File: config.mk
export PLATFORM = sky130hd
export DESIGN_NAME = cs_rst_seq
export DESIGN_NICKNAME = d
export VERILOG_FILES = /design/src/rtl/cs_rst_seq_pkg.sv /design/src/rtl/cs_rst_cnt.sv /design/src/rtl/cs_rst_seq.sv
export SDC_FILE = /design/constraint.sdc
export NUM_CORES = 1
export LEC_CHECK = 0
export CORE_MARGIN = 8
export CORE_UTILIZATION = 48
export CTS_CLUSTER_SIZE = 16
export DETAILED_ROUTE_END_ITERATION = 12
export GPL_ROUTABILITY_DRIVEN = 0
export PLACE_DENSITY = 0.74
export SKIP_LAST_GASP = 1
export SYNTH_ARGS = -nofsm -noshare
export SYNTH_HDL_FRONTEND = slang
export SYNTH_HIERARCHICAL = 1
export SYNTH_SLANG_ARGS = --single-unit
export TNS_END_PERCENT = 5
File: constraint.sdc
create_clock -name clk -period 3.06 [get_ports clk]
set_clock_uncertainty 0.1 [all_clocks]
set_input_delay 0.306 -clock clk [delete_from_list [all_inputs] [get_ports clk]]
set_output_delay 0.306 -clock clk [all_outputs]
set_load 0.05 [all_outputs]
File: src/rtl/cs_rst_seq_pkg.sv
// Shared types and default timing for the cs_rst reset sequencer.
// State encodings are fixed because downstream debug tooling decodes them.
package cs_rst_seq_pkg;

   typedef enum logic [2:0] {
      ST_ALL   = 3'd0,
      ST_GAP   = 3'd1,
      ST_DRAIN = 3'd2,
      ST_DEV   = 3'd3,
      ST_IDLE  = 3'd4
   } state_t;

   localparam int DEF_HOLD_ALL = 16;
   localparam int DEF_GAP_CYC  = 8;
   localparam int DEF_HOLD_DEV = 16;
   localparam int DEF_DRAIN_TO = 256;
   localparam int DEF_CNT_W    = 8;

   function automatic int max4(input int a, input int b, input int c, input int d);
      int m;
      m = a;
      if (b > m) m = b;
      if (c > m) m = c;
      if (d > m) m = d;
      return m;
   endfunction

   // Width of the shared hold counter: wide enough for the longest load value.
   function automatic int hold_cnt_w(input int ha, input int gc, input int hd, input int dt);
      return $clog2(max4(ha, gc, hd, dt)) + 1;
   endfunction

endpackage

File: src/rtl/cs_rst_cnt.sv
// Loadable down-counter shared by every timed state of the reset sequencer.
// Saturates at zero; o_zero tells the FSM the current hold has expired.
module cs_rst_cnt #(
   parameter int W = 9
) (
   input  logic         clk,
   input  logic         rst,
   input  logic         i_load,
   input  logic [W-1:0] i_val,
   output logic         o_zero
);

   logic [W-1:0] r_cnt;

   // NOTE: non-blocking assignments for every register so all flops update from pre-edge values.
   always_ff @(posedge clk) begin
      if (rst) begin
         r_cnt <= '0;
      end else if (i_load) begin
         r_cnt <= i_val;
      end else if (r_cnt != '0) begin
         r_cnt <= r_cnt - W'(1);
      end
   end

   assign o_zero = (r_cnt == '0);

endmodule

File: src/rtl/cs_rst_seq.sv
// Reset sequencer: stretches power-on reset, releases rst_all before rst_dev,
// and drains the ADC datapath before a device-only reset.
module cs_rst_seq
   import cs_rst_seq_pkg::*;
#(
   parameter int HOLD_ALL = DEF_HOLD_ALL,
   parameter int GAP_CYC  = DEF_GAP_CYC,
   parameter int HOLD_DEV = DEF_HOLD_DEV,
   parameter int DRAIN_TO = DEF_DRAIN_TO,
   parameter int CNT_W    = DEF_CNT_W
) (
   input  logic             clk,
   input  logic             rst,
   input  logic             req_all,
   input  logic             req_dev,
   input  logic             dev_idle,
   output logic             rst_all,
   output logic             rst_dev,
   output logic             busy,
   output logic             done,
   output logic             drain_tmo,
   output logic [CNT_W-1:0] seq_cnt
);

   localparam int CW = hold_cnt_w(HOLD_ALL, GAP_CYC, HOLD_DEV, DRAIN_TO);

   // A hold of N cycles loads N-1 and leaves on the cycle the count reads zero.
   localparam logic [CW-1:0] LD_ALL   = CW'(HOLD_ALL - 1);
   localparam logic [CW-1:0] LD_GAP   = CW'(GAP_CYC - 1);
   localparam logic [CW-1:0] LD_DEV   = CW'(HOLD_DEV - 1);
   localparam logic [CW-1:0] LD_DRAIN = CW'(DRAIN_TO - 1);

   state_t           r_state;
   logic             r_post_rst;
   logic             r_rst_all;
   logic             r_rst_dev;
   logic             r_busy;
   logic             r_done;
   logic             r_drain_tmo;
   logic [CNT_W-1:0] r_seq_cnt;

   state_t           w_next;
   logic             w_load;
   logic [CW-1:0]    w_load_val;
   logic             w_zero;
   logic             w_rst_all;
   logic             w_rst_dev;
   logic             w_busy;
   logic             w_done;
   logic             w_drain_tmo;

   cs_rst_cnt #(
      .W (CW)
   ) u_cnt (
      .clk    (clk),
      .rst    (rst),
      .i_load (w_load),
      .i_val  (w_load_val),
      .o_zero (w_zero)
   );

   // State and registered outputs; outputs are decoded from the next state.
   always_ff @(posedge clk) begin
      if (rst) begin
         r_state     <= ST_ALL;
         r_post_rst  <= 1'b1;
         r_rst_all   <= 1'b1;
         r_rst_dev   <= 1'b1;
         r_busy      <= 1'b1;
         r_done      <= 1'b0;
         r_drain_tmo <= 1'b0;
         r_seq_cnt   <= '0;
      end else begin
         r_state     <= w_next;
         r_post_rst  <= 1'b0;
         r_rst_all   <= w_rst_all;
         r_rst_dev   <= w_rst_dev;
         r_busy      <= w_busy;
         r_done      <= w_done;
         r_drain_tmo <= w_drain_tmo;
         if (w_done) begin
            r_seq_cnt <= r_seq_cnt + CNT_W'(1);
         end
      end
   end

   // The first cycle after reset counts as entry into ALL, so the hold starts here.
   always_comb begin
      // NOTE: every comb output gets a default first so no latch is inferred.
      w_next     = r_state;
      w_load     = 1'b0;
      w_load_val = '0;
      if (r_post_rst) begin
         w_next     = ST_ALL;
         w_load     = 1'b1;
         w_load_val = LD_ALL;
      end else if (req_all) begin
         w_next     = ST_ALL;
         w_load     = 1'b1;
         w_load_val = LD_ALL;
      end else begin
         unique case (r_state)
            ST_ALL: begin
               if (w_zero) begin
                  w_next     = ST_GAP;
                  w_load     = 1'b1;
                  w_load_val = LD_GAP;
               end
            end
            ST_GAP: begin
               if (w_zero) w_next = ST_IDLE;
            end
            ST_DRAIN: begin
               if (dev_idle || w_zero) begin
                  w_next     = ST_DEV;
                  w_load     = 1'b1;
                  w_load_val = LD_DEV;
               end
            end
            ST_DEV: begin
               if (w_zero) w_next = ST_IDLE;
            end
            ST_IDLE: begin
               if (req_dev) begin
                  w_next     = ST_DRAIN;
                  w_load     = 1'b1;
                  w_load_val = LD_DRAIN;
               end
            end
            default: begin
               w_next     = ST_ALL;
               w_load     = 1'b1;
               w_load_val = LD_ALL;
            end
         endcase
      end
   end

   // Output decode; rst_all is only ever high together with rst_dev.
   always_comb begin
      w_rst_all   = (w_next == ST_ALL);
      w_rst_dev   = (w_next == ST_ALL) || (w_next == ST_GAP) || (w_next == ST_DEV);
      w_busy      = (w_next != ST_IDLE);
      w_done      = (w_next == ST_IDLE) && (r_state != ST_IDLE) && !r_post_rst;
      w_drain_tmo = (r_state == ST_DRAIN) && (w_next == ST_DEV) && !dev_idle;
   end

   assign rst_all   = r_rst_all;
   assign rst_dev   = r_rst_dev;
   assign busy      = r_busy;
   assign done      = r_done;
   assign drain_tmo = r_drain_tmo;
   assign seq_cnt   = r_seq_cnt;

endmodule

==> flow_metrics.tcl <==
set metrics [dict create \
    drc 0 \
    synth_seq_area_share 0.396 \
    drv_cap 0 \
    use_met1 0.151 \
    initial_core_util 0.490 \
    ys.flop_type "dfxtp_1" \
    routed_wl_um 2940 \
    ir_drop_uv 330 \
    finalSetupTns_ns 0 \
    yosys_warnings 6 \
    postSynthAreaPerCell_um2 8.59 \
    p_sw_w 0.000171 \
    grt_pass1_vias 1120 \
    cp.arrival_ns 3.13 \
    grt_overflow_total 0 \
    power.static_leakage_nw 0.583 \
    layout.nets 183 \
    die_h_um 68.3 \
    synth-async-reset-ratio 0 \
    synth-seq-cells 26 \
    synth-edff-count 0 \
    num_antenna_cells 0 \
    rsz0062_at_grt "yes" \
    grt.met3_usage 0.0262 \
    required_ns 3.22 \
    grt_max_degree 17 \
    drv_slew 0 \
    clkPwrFrac 0.332 \
    cts_root_buf "clkbuf_4" \
    clkLatencyLatePin_ns 0.32 \
    port_buffers 17 \
    die_x_um 68.3 \
    cp-start-kind "flip-flop" \
    yosys.area.top_type "dfxtp_1" \
    cts-buffers-inserted 3 \
    drt_iter0_drc 58 \
    cts_sinks 26 \
    seqPwrFrac 0.509 \
    worst_pin_slew_ns 0.582 \
    synth.most_common_cell "dfxtp_1" \
    synth.area.top_cells "dfxtp_1, a21oi_1, nor3_1" \
    comb_power_share 0.159 \
    hpwl_um 2220 \
    synth_top_area_frac 0.396 \
    finalNonFillerCells 206 \
    synth_area_um2 1320 \
    min_period_ns 2.97 \
    dr.pass1.iters 4 \
    grt_most_used_layer "met2" \
    clkTransAtPathRegs_ns 0.14 \
    core-area_um2 2690 \
    powerDensity_nw_per_um2 437 \
    hold_buffers 0 \
    antenna_found_initial 0 \
    use_met2 0.231 \
    end_kind "flip-flop" \
    cts_tree "yes" \
    fill_cells 228 \
    clk_path_buf_depth 2 \
    status "finished clean" \
    viasPerCell 5.96 \
    dpl.cell_count 201 \
    crit_fanout 8 \
    hold_viol 0 \
    grt_usage 0.131 \
    h-tree-depth 1 \
    pin_count 18 \
    detail-route-antenna-nets 0 \
    synth.distinct_cells 44 \
    worstSetupPathType "reg -> reg" \
    fmax_mhz 337 \
    grt_pass1_wl_um 4860 \
    die-area_um2 4670 \
    dr_total_vias 1228 \
    swShare 0.242 \
    timing.final.crit_share 0.969 \
    synth_commonest_cells "dfxtp_1, a21oi_1, nand2_1, nor2_1, nor3_1" \
    synthCells 153 \
    wire_per_inst_um 14.3 \
    rows 19 \
    relSlewSlack 0.609 \
    syn-num-nets 160 \
    areaGrowthSynthToFinish_pct 23.0 \
    setup_viol 0 \
    hp-class "reg -> reg" \
    drive_gt1_frac 0.149 \
    internal_power_w 0.000536 \
]
## critical path, cell delays in order, from the launching register on
cell	delay, ns
dfxtp_2	0.36
inv_1	0.08
ha_1	0.16
or4b_4	0.46
or4b_4	0.49
inv_1	0.08
or4b_4	0.50
or4_1	0.53
a21oi_2	0.14
## per-layer routing
metal,vias to the layer above,routed length [um]
met4,0,33
met2,23,1510
met5,-,0
li1,611,-
met3,4,141
met1,590,1260
## worst paths after layout
check / start / to / slack [ns] / cells after the start
worst min register to register: seq_cnt[7] / seq_cnt[7] / 0.39 / 2
worst min-delay path: seq_cnt[7] / seq_cnt[7] / 0.39 / 2
worst max-delay path: u_cnt/r_cnt[0] / seq_cnt[5] / 0.09 / 8
worst max register to register: u_cnt/r_cnt[0] / seq_cnt[5] / 0.09 / 8
## registers in the layout, indices dropped and copies added (netlist names)
register / cells
busy: 1
done: 1
drain_tmo: 1
r_post_rst: 1
r_state: 3
rst_all: 1
rst_dev: 1
seq_cnt: 8
u_cnt/r_cnt: 9
## cell usage in the layout (no fill, tap or decap), types with 3 or more instances in the layout
cell             count
o21ai_0              5
o31ai_1              4
nand4_1              3
dfxtp_1             25
or3_1                3
buf_4                9
clkbuf_4             3
nand2_1             10
clkdlybuf4s50_1     17
nor2b_1              4
nor3_1               9
or4_1                4
or4b_4               3
nand3_1              4
nor2_1              10
nand3b_1             3
xor2_1               3
a21oi_1             11
inv_1                4
## cells by family (layout without fill, tap and decap cells)
| logic type | after synthesis | after routing | synth area share |
|---|---|---|---|
| mux | 4 | 4 | 0.0323 |
| fa+ha+maj | 2 | 2 | 0.0190 |
| xor+xnor | 3 | 3 | 0.0200 |
| buf+inv | 12 | 34 | 0.0409 |
| compound gates | 40 | 40 | 0.198 |
| flops | 26 | 26 | 0.396 |
| other cells | 1 | 1 | 0.00285 |
| simple gates | 65 | 65 | 0.291 |
## stage by stage
| step | utilization | power, W | hold slack, ns | cell area (um2) | setup slack (ns) |
|---|---|---|---|---|---|
| floorplan | - | 0.000440 | 0.234 | 1320 | -0.114 |
| global placement | 0.575 | 0.000469 | 0.367 | 1550 | 0.0947 |
| detailed placement | 0.575 | 0.000473 | 0.376 | 1550 | 0.0112 |
| CTS | 0.596 | 0.000710 | 0.395 | 1600 | -0.000572 |
| global route | 0.602 | 0.000743 | 0.437 | 1620 | -0.0145 |
| finish | 0.602 | 0.000707 | 0.391 | 1620 | 0.0939 |
## repair_timing
item,4_1_cts,5_1_grt
resized for setup,1,3
endpoints found under the hold margin,0,0
setup buffers,0,1
endpoints found under the setup margin,3,12
## final cells by class
cell class | count | area, um2 | share of cell area
multi-input combinational | 115 | 752 | 0.465
sequential | 26 | 522 | 0.323
timing repair buffer | 26 | 238 | 0.147
tap | 31 | 38.8 | 0.0240
clock inverter | 1 | 30.0 | 0.0186
clock buffer | 3 | 22.5 | 0.0139
inverter | 4 | 15.0 | 0.00928
## power by group through the flow
stage	combinational, W	clock [W]	sequential (W)
floorplan	0.0000748	0	0.000365
finish	0.000112	0.000235	0.000360
detailed placement	0.000107	0	0.000367
CTS	0.000108	0.000243	0.000359
global placement	0.000103	0	0.000366
global route	0.000124	0.000258	0.000361
Note: power is estimated with default switching activity, not from simulation.
